## config.mk

```make
export PLATFORM = sky130hd
export DESIGN_NAME = alu_shift_pipe_flat
export DESIGN_NICKNAME = d
export VERILOG_FILES = /design/src/rtl/alu_shift_pipe_if.sv /design/src/rtl/alu_shift_pipe.sv /design/src/flat_wrapper.sv
export SDC_FILE = /design/constraint.sdc
export NUM_CORES = 1
export LEC_CHECK = 0
export ABC_CLOCK_PERIOD_IN_PS = 4530
export CAP_MARGIN = 20
export CORE_UTILIZATION = 35
export DETAILED_ROUTE_END_ITERATION = 10
export DONT_BUFFER_PORTS = 1
export MAX_ROUTING_LAYER = met4
export PLACE_DENSITY = 0.6
export SYNTH_ARGS = -nofsm -noshare
export SYNTH_HDL_FRONTEND = slang
export SYNTH_SLANG_ARGS = --single-unit
```

## constraint.sdc

```tcl
create_clock -name clk -period 4.53 [get_ports clk]
set_clock_uncertainty 0.15 [all_clocks]
set_input_delay 0.6795 -clock clk [delete_from_list [all_inputs] [get_ports clk]]
set_output_delay 0.6795 -clock clk [all_outputs]
set_load 0.02 [all_outputs]
```

## src/rtl/alu_shift_pipe_if.sv

```systemverilog
// ---------------------------------------------------------------------------
// alu_shift_pipe_if
//   Bundles the request and result handshakes of the alu_shift_pipe shifter.
//
//   Request side : in_valid, in_ready, in_op[2:0], in_data[63:0],
//                  in_shamt[5:0], in_tag[TAG_W-1:0]
//   Result side  : out_valid, out_ready, out_result[63:0],
//                  out_tag[TAG_W-1:0], out_illegal
//   Status       : op_count[31:0] (results delivered since reset)
//
//   modport master : the producer/consumer environment around the block
//   modport slave  : the shifter pipeline itself
// ---------------------------------------------------------------------------
interface alu_shift_pipe_if #(
    parameter int TAG_W = 5
);
    logic             in_valid;
    logic             in_ready;
    logic [2:0]       in_op;
    logic [63:0]      in_data;
    logic [5:0]       in_shamt;
    logic [TAG_W-1:0] in_tag;

    logic             out_valid;
    logic             out_ready;
    logic [63:0]      out_result;
    logic [TAG_W-1:0] out_tag;
    logic             out_illegal;
    logic [31:0]      op_count;

    modport master (
        output in_valid,
        output in_op,
        output in_data,
        output in_shamt,
        output in_tag,
        output out_ready,
        input  in_ready,
        input  out_valid,
        input  out_result,
        input  out_tag,
        input  out_illegal,
        input  op_count
    );

    modport slave (
        input  in_valid,
        input  in_op,
        input  in_data,
        input  in_shamt,
        input  in_tag,
        input  out_ready,
        output in_ready,
        output out_valid,
        output out_result,
        output out_tag,
        output out_illegal,
        output op_count
    );
endinterface

```

## src/rtl/alu_shift_pipe.sv

```systemverilog
// ---------------------------------------------------------------------------
// alu_shift_pipe
//   Two-stage valid/ready pipelined 64-bit shifter (RV64 SLL/SRL/SRA and the
//   32-bit W variants). S1 registers the accepted request, the shift is
//   computed combinationally from S1, and S2 registers the result.
//
//   Ports
//     clk   : rising-edge clock
//     rst   : synchronous active-high reset (overrides everything)
//     flush : synchronous discard of all in-flight operations
//     bus   : alu_shift_pipe_if.slave
//               in_op encoding: 000 SLL, 001 SRL, 010 SRA,
//                               100 SLLW, 101 SRLW, 110 SRAW,
//                               011/111 illegal (result 0, out_illegal 1)
// ---------------------------------------------------------------------------
module alu_shift_pipe #(
    parameter int TAG_W = 5
) (
    input  logic              clk,
    input  logic              rst,
    input  logic              flush,
    alu_shift_pipe_if.slave   bus
);

    // -----------------------------------------------------------------------
    // Helper functions
    // -----------------------------------------------------------------------

    // Mirror a 64-bit word so a right shifter can also produce left shifts.
    function automatic logic [63:0] rev64(input logic [63:0] v);
        logic [63:0] r;
        r = 64'd0;
        for (int i = 0; i < 64; i++) begin
            r[i] = v[63 - i];
        end
        return r;
    endfunction

    // Six-layer 2:1 mux right shifter; each layer shifts by a power of two
    // and back-fills with the sign bit when arith is set.
    function automatic logic [63:0] shr64(input logic [63:0] v,
                                          input logic [5:0]  amt,
                                          input logic        arith);
        logic        fill;
        logic [63:0] l1;
        logic [63:0] l2;
        logic [63:0] l3;
        logic [63:0] l4;
        logic [63:0] l5;
        logic [63:0] l6;
        fill = arith & v[63];
        l1 = amt[0] ? {fill,          v[63:1]}   : v;
        l2 = amt[1] ? {{2{fill}},     l1[63:2]}  : l1;
        l3 = amt[2] ? {{4{fill}},     l2[63:4]}  : l2;
        l4 = amt[3] ? {{8{fill}},     l3[63:8]}  : l3;
        l5 = amt[4] ? {{16{fill}},    l4[63:16]} : l4;
        l6 = amt[5] ? {{32{fill}},    l5[63:32]} : l5;
        return l6;
    endfunction

    // Sign-extend the low word into a full 64-bit value.
    function automatic logic [63:0] sext32(input logic [31:0] v);
        return {{32{v[31]}}, v};
    endfunction

    // -----------------------------------------------------------------------
    // State
    // -----------------------------------------------------------------------
    logic             s1_valid_q,  s1_valid_d;
    logic [2:0]       s1_op_q,     s1_op_d;
    logic [63:0]      s1_data_q,   s1_data_d;
    logic [5:0]       s1_shamt_q,  s1_shamt_d;
    logic [TAG_W-1:0] s1_tag_q,    s1_tag_d;

    logic             s2_valid_q,   s2_valid_d;
    logic [63:0]      s2_result_q,  s2_result_d;
    logic [TAG_W-1:0] s2_tag_q,     s2_tag_d;
    logic             s2_illegal_q, s2_illegal_d;

    logic [31:0]      op_count_q,   op_count_d;

    // -----------------------------------------------------------------------
    // Handshake terms
    // -----------------------------------------------------------------------
    logic s1_adv_s;
    logic in_ready_s;
    logic deliver_s;

    // S1 may move forward when S2 is empty or is being drained this cycle.
    assign s1_adv_s   = !s2_valid_q || bus.out_ready;
    // in_ready never looks at in_valid; flush blocks acceptance outright.
    assign in_ready_s = !flush && (!s1_valid_q || s1_adv_s);
    // A result handed out on a flush edge is discarded, so it is not counted.
    assign deliver_s  = s2_valid_q && bus.out_ready && !flush;

    // -----------------------------------------------------------------------
    // Shift datapath between S1 and S2
    // -----------------------------------------------------------------------
    logic        is_word_s;
    logic [5:0]  amt_s;
    logic [63:0] src_s;
    logic [63:0] raw_s;
    logic        illegal_s;
    logic [63:0] result_s;

    // Select operand/amount, run the shared right shifter, fix up W results.
    always_comb begin
        is_word_s = s1_op_q[2];
        amt_s     = is_word_s ? {1'b0, s1_shamt_q[4:0]} : s1_shamt_q;
        src_s     = s1_data_q;
        raw_s     = 64'd0;
        illegal_s = 1'b0;
        case (s1_op_q[1:0])
            2'b00: begin
                // Left shift is reverse / shift right / reverse.
                src_s = s1_data_q;
                raw_s = rev64(shr64(rev64(src_s), amt_s, 1'b0));
            end
            2'b01: begin
                src_s = is_word_s ? {32'd0, s1_data_q[31:0]} : s1_data_q;
                raw_s = shr64(src_s, amt_s, 1'b0);
            end
            2'b10: begin
                src_s = is_word_s ? sext32(s1_data_q[31:0]) : s1_data_q;
                raw_s = shr64(src_s, amt_s, 1'b1);
            end
            default: begin
                raw_s     = 64'd0;
                illegal_s = 1'b1;
            end
        endcase
        // W results keep only the low word, sign-extended from bit 31.
        if (is_word_s) begin
            result_s = sext32(raw_s[31:0]);
        end else begin
            result_s = raw_s;
        end
    end

    // -----------------------------------------------------------------------
    // Next-state logic
    // -----------------------------------------------------------------------

    // Pipeline advance, acceptance, flush and delivery counting.
    always_comb begin
        s1_valid_d   = s1_valid_q;
        s1_op_d      = s1_op_q;
        s1_data_d    = s1_data_q;
        s1_shamt_d   = s1_shamt_q;
        s1_tag_d     = s1_tag_q;
        s2_valid_d   = s2_valid_q;
        s2_result_d  = s2_result_q;
        s2_tag_d     = s2_tag_q;
        s2_illegal_d = s2_illegal_q;
        op_count_d   = op_count_q;

        if (flush) begin
            s1_valid_d = 1'b0;
            s2_valid_d = 1'b0;
        end else begin
            // S2 takes S1 (or empties); payload only changes when S1 holds
            // an op, so a stalled result stays put.
            if (s1_adv_s) begin
                s2_valid_d = s1_valid_q;
                if (s1_valid_q) begin
                    s2_result_d  = result_s;
                    s2_tag_d     = s1_tag_q;
                    s2_illegal_d = illegal_s;
                end else begin
                    s2_result_d  = s2_result_q;
                end
            end else begin
                s2_valid_d = s2_valid_q;
            end

            // S1 refills on the same edge it drains, so no bubble appears.
            if (in_ready_s) begin
                s1_valid_d = bus.in_valid;
                if (bus.in_valid) begin
                    s1_op_d    = bus.in_op;
                    s1_data_d  = bus.in_data;
                    s1_shamt_d = bus.in_shamt;
                    s1_tag_d   = bus.in_tag;
                end else begin
                    s1_op_d    = s1_op_q;
                end
            end else begin
                s1_valid_d = s1_valid_q;
            end

            if (deliver_s) begin
                op_count_d = op_count_q + 32'd1;
            end else begin
                op_count_d = op_count_q;
            end
        end
    end

    // State registers with synchronous reset.
    always_ff @(posedge clk) begin
        if (rst) begin
            s1_valid_q   <= 1'b0;
            s1_op_q      <= 3'd0;
            s1_data_q    <= 64'd0;
            s1_shamt_q   <= 6'd0;
            s1_tag_q     <= '0;
            s2_valid_q   <= 1'b0;
            s2_result_q  <= 64'd0;
            s2_tag_q     <= '0;
            s2_illegal_q <= 1'b0;
            op_count_q   <= 32'd0;
        end else begin
            s1_valid_q   <= s1_valid_d;
            s1_op_q      <= s1_op_d;
            s1_data_q    <= s1_data_d;
            s1_shamt_q   <= s1_shamt_d;
            s1_tag_q     <= s1_tag_d;
            s2_valid_q   <= s2_valid_d;
            s2_result_q  <= s2_result_d;
            s2_tag_q     <= s2_tag_d;
            s2_illegal_q <= s2_illegal_d;
            op_count_q   <= op_count_d;
        end
    end

    // -----------------------------------------------------------------------
    // Outputs
    // -----------------------------------------------------------------------
    assign bus.in_ready    = in_ready_s;
    assign bus.out_valid   = s2_valid_q;
    assign bus.out_result  = s2_result_q;
    assign bus.out_tag     = s2_tag_q;
    assign bus.out_illegal = s2_illegal_q;
    assign bus.op_count    = op_count_q;

endmodule

```

## src/flat_wrapper.sv

```systemverilog
// flat-port wrapper written by rule: the top's interface ports become plain ports
module alu_shift_pipe_flat 
#(
    parameter int TAG_W = 5
)
  (clk, rst, flush, bus_in_valid, bus_in_op, bus_in_data, bus_in_shamt, bus_in_tag, bus_out_ready, bus_in_ready, bus_out_valid, bus_out_result, bus_out_tag, bus_out_illegal, bus_op_count);
  alu_shift_pipe_if #(.TAG_W(TAG_W)) bus_i ();
  input  logic clk;
  input  logic rst;
  input  logic flush;
  input wire logic [$bits(bus_i.in_valid)-1:0] bus_in_valid;
  input wire logic [$bits(bus_i.in_op)-1:0] bus_in_op;
  input wire logic [$bits(bus_i.in_data)-1:0] bus_in_data;
  input wire logic [$bits(bus_i.in_shamt)-1:0] bus_in_shamt;
  input wire logic [$bits(bus_i.in_tag)-1:0] bus_in_tag;
  input wire logic [$bits(bus_i.out_ready)-1:0] bus_out_ready;
  output wire logic [$bits(bus_i.in_ready)-1:0] bus_in_ready;
  output wire logic [$bits(bus_i.out_valid)-1:0] bus_out_valid;
  output wire logic [$bits(bus_i.out_result)-1:0] bus_out_result;
  output wire logic [$bits(bus_i.out_tag)-1:0] bus_out_tag;
  output wire logic [$bits(bus_i.out_illegal)-1:0] bus_out_illegal;
  output wire logic [$bits(bus_i.op_count)-1:0] bus_op_count;
  assign bus_i.in_valid = bus_in_valid;
  assign bus_i.in_op = bus_in_op;
  assign bus_i.in_data = bus_in_data;
  assign bus_i.in_shamt = bus_in_shamt;
  assign bus_i.in_tag = bus_in_tag;
  assign bus_i.out_ready = bus_out_ready;
  assign bus_in_ready = bus_i.in_ready;
  assign bus_out_valid = bus_i.out_valid;
  assign bus_out_result = bus_i.out_result;
  assign bus_out_tag = bus_i.out_tag;
  assign bus_out_illegal = bus_i.out_illegal;
  assign bus_op_count = bus_i.op_count;
  alu_shift_pipe #(.TAG_W(TAG_W)) u_core (.clk(clk), .rst(rst), .flush(flush), .bus(bus_i));
endmodule
```

==> flow_summary.yaml <==
cells_and_area:
  nets: 2322
  drive_gt1_frac: 0.205
  area_growth_pct: 8.31
  fin_area_um2: 20400
  final_core_util: 0.386
die:
  fp.dieW_um: 234
  core_area_um2: 52900
  dieArea_um2: 54800
  std_cell_rows: 84
  io_pins: 187
  initial_core_util: 0.357
  chipHeight_um: 234
min_path:
  hp-start: "flush"
  worstHoldPathType: "in -> reg"
  min_path_cells: 1
clock_network:
  postCtsHoldBufs: 0
  cts_resized: 0
  cts_root_buf: "clkbuf_16"
  cts_setup_buffers: 0
  clk_pin_slew_ns: 0.09
  clk_latency_ns: 0.50
  cts_sinks: 182
  clockBufferDepth: 2
  htreeDepth: 4
  cts_made_buffers: 17
  cts_tree: "yes"
power:
  cellPowerDensity_nw_per_um2: 247
  vdd_drop_max_mv: 0.295
  power_leakage_nw: 6.89
setup_path:
  critPathMaxStageDelay_ns: 0.75
  path_depth: 8
  cp.arrival_ns: 4.45
  cp_top_family: "compound AO/OA/AOI/OAI gates"
  startpoint_type: "register"
  critPathBufInv: 2
  worstPathCellList: "buf_12 > buf_4 > mux4_2 > a22oi_1 > a21oi_1 > o21ai_0 > o2111ai_1 > a32o_1"
  reg2reg_from: "u_core.s1_shamt_q[2]"
  worst-setup-path-type: "reg -> reg"
  r2r_cells: 8
  path_max_fanout: 48
  required_ns: 4.77
  startpoint: "u_core.s1_shamt_q[2]"
  worstSetupEndpointType: "register"
  cp_slowest_cell: "dfxtp_4"
place:
  port_buffers: 0
  place_congestion: 1.11
  post-dp-hpwl_mm: 86.7
  preCtsSetupSlack_ns: 0.557
  place_area_um2: 19800
synth:
  yosys.area.top_type_share: 0.193
  netlist_area_um2: 18900
  syn_nets: 2411
  synth_area_leaders: "dfxtp_1 19%, mux4_2 16%, nand2_1 7.2%"
  yosysMostFrequentCell: "nand2_1"
  syn_inst: 2327
  yosys_register_bits: 182
  yosysWarningCount: 0
  ys_top_cells_by_count: "363 x nand2_1, 187 x a21oi_1, 184 x nor2_1"
  synth.distinct_cells: 89
  yosysTopAreaCell: "dfxtp_1"
  synth-main-ff-cell: "dfxtp_1"
  synth-async-reset-ratio: 0
  ys_seq_area_frac: 0.193
  synth_edf_count: 0
  avgSynthCellArea_um2: 8.10
timing:
  min_period_ns: 4.21
  final_hold_viol_count: 0
  worst_pin_slew_ns: 1.16
  setup_violations: 0
  tns_ns: 0
  fin_ws_ns: 0.318
  post-route-period-util: 0.930
  final_max_slew_viol_count: 0
  timing.hold.ws_ns: 0.0870
  fmax_mhz: 237
  rsz0062_at_grt: "no"
  slew_headroom: 0.224
drt:
  drc: 14
  post_drt_via_cell_ratio: 7.11
  vias: 20900
  wl_per_cell_um: 37.8
  routed_wirelength_mm: 111
  dr.pass1.iters: 11
  ant_nets: 0
  drtIter0Drc: 3525
outcome:
  failed_checks: "design-rule violations"
  status: "finished, violations left"
global_routing:
  grt_first_pass_wirelength_mm: 154
  antenna_found_initial: 7
  grt_pass1_vias: 19100
  grt.total_usage: 0.412
  grt_max_degree: 132
  grt-ovfl-total: 0
flow_run:
  max-cap-violations: 0
==> cell type report <==
type,count,area [um^2]
Clock inverter,15,186
Tap cell,688,861
Antenna cell,5,12.5
Timing Repair Buffer,167,1370
Inverter,17,63.8
Multi-Input combinational cell,1853,13800
Clock buffer,17,425
Sequential cell,182,3660
Fill cell,5503,32400
==> worst paths after layout <==
path / to / slack (ns)
worst min register to register: u_core.bus.out_tag[2] / 0.31
worst max-delay path: u_core.bus.out_result[15] / 0.32
worst min-delay path: u_core.s1_valid_q / 0.09
worst max register to register: u_core.bus.out_result[15] / 0.32
==> registers in the layout (all words and copies together) (netlist names) <==
name	count
u_core.s1_op_q	3
u_core.bus.out_tag	5
u_core.s1_data_q	64
u_core.bus.out_illegal	1
u_core.bus.out_valid	1
u_core.s1_shamt_q	6
u_core.s1_valid_q	1
u_core.s1_tag_q	5
u_core.bus.op_count	32
u_core.bus.out_result	64
==> through the flow <==
stage | power [mW] | std cells
after detailed placement | 3.34 | 2907
after global routing | 5.14 | 2943
after global placement | 3.36 | 2906
after CTS | 4.97 | 2939
final | 5.04 | 2944
after floorplan | 2.68 | 2327
==> power breakdown <==
group	switching, mW	leakage (nW)	internal, mW
Clock	0.848	0.296	0.792
Combinational	1.05	5.12	0.540
Sequential	0.167	1.48	1.64
Total	2.06	6.89	2.97
==> worst register-to-register path, stage by stage, from the launching register on <==
cell and delay (ns):
dfxtp_4 0.75, buf_12 0.35, buf_4 0.40, mux4_2 0.36
a22oi_1 0.61, a21oi_1 0.14, o21ai_0 0.35, o2111ai_1 0.53
a32o_1 0.46
==> layout by cell type, fill, tap and decap left out, drive strengths merged, types with 37 or more instances in the layout <==
cell type	n
nand2	363
a21oi	187
nor2	186
dfxtp	182
buf	167
mux4	140
mux2i	120
o21ai	116
mux2	75
nand3	44
nor3	38
o22ai	37
a211oi	37
==> metal layers <==
metal | routed length, um | up-vias | global-route usage
li1 | - | 8670 | -
met1 | 45900 | 10400 | 0.546
met2 | 45900 | 1586 | 0.566
met3 | 12500 | 279 | 0.113
met4 | 6900 | 0 | 0.214
met5 | 0 | - | -
==> logic make-up after synthesis <==
logic type / after synthesis / share of synthesized area
simple gates: 788 / 0.187
compound gates: 702 / 0.254
mux: 335 / 0.279
buf+inv: 292 / 0.0741
flops: 182 / 0.193
xor+xnor: 27 / 0.0125
fa+ha+maj: 1 / 0.000664
Power figures use the tool's default switching activity.
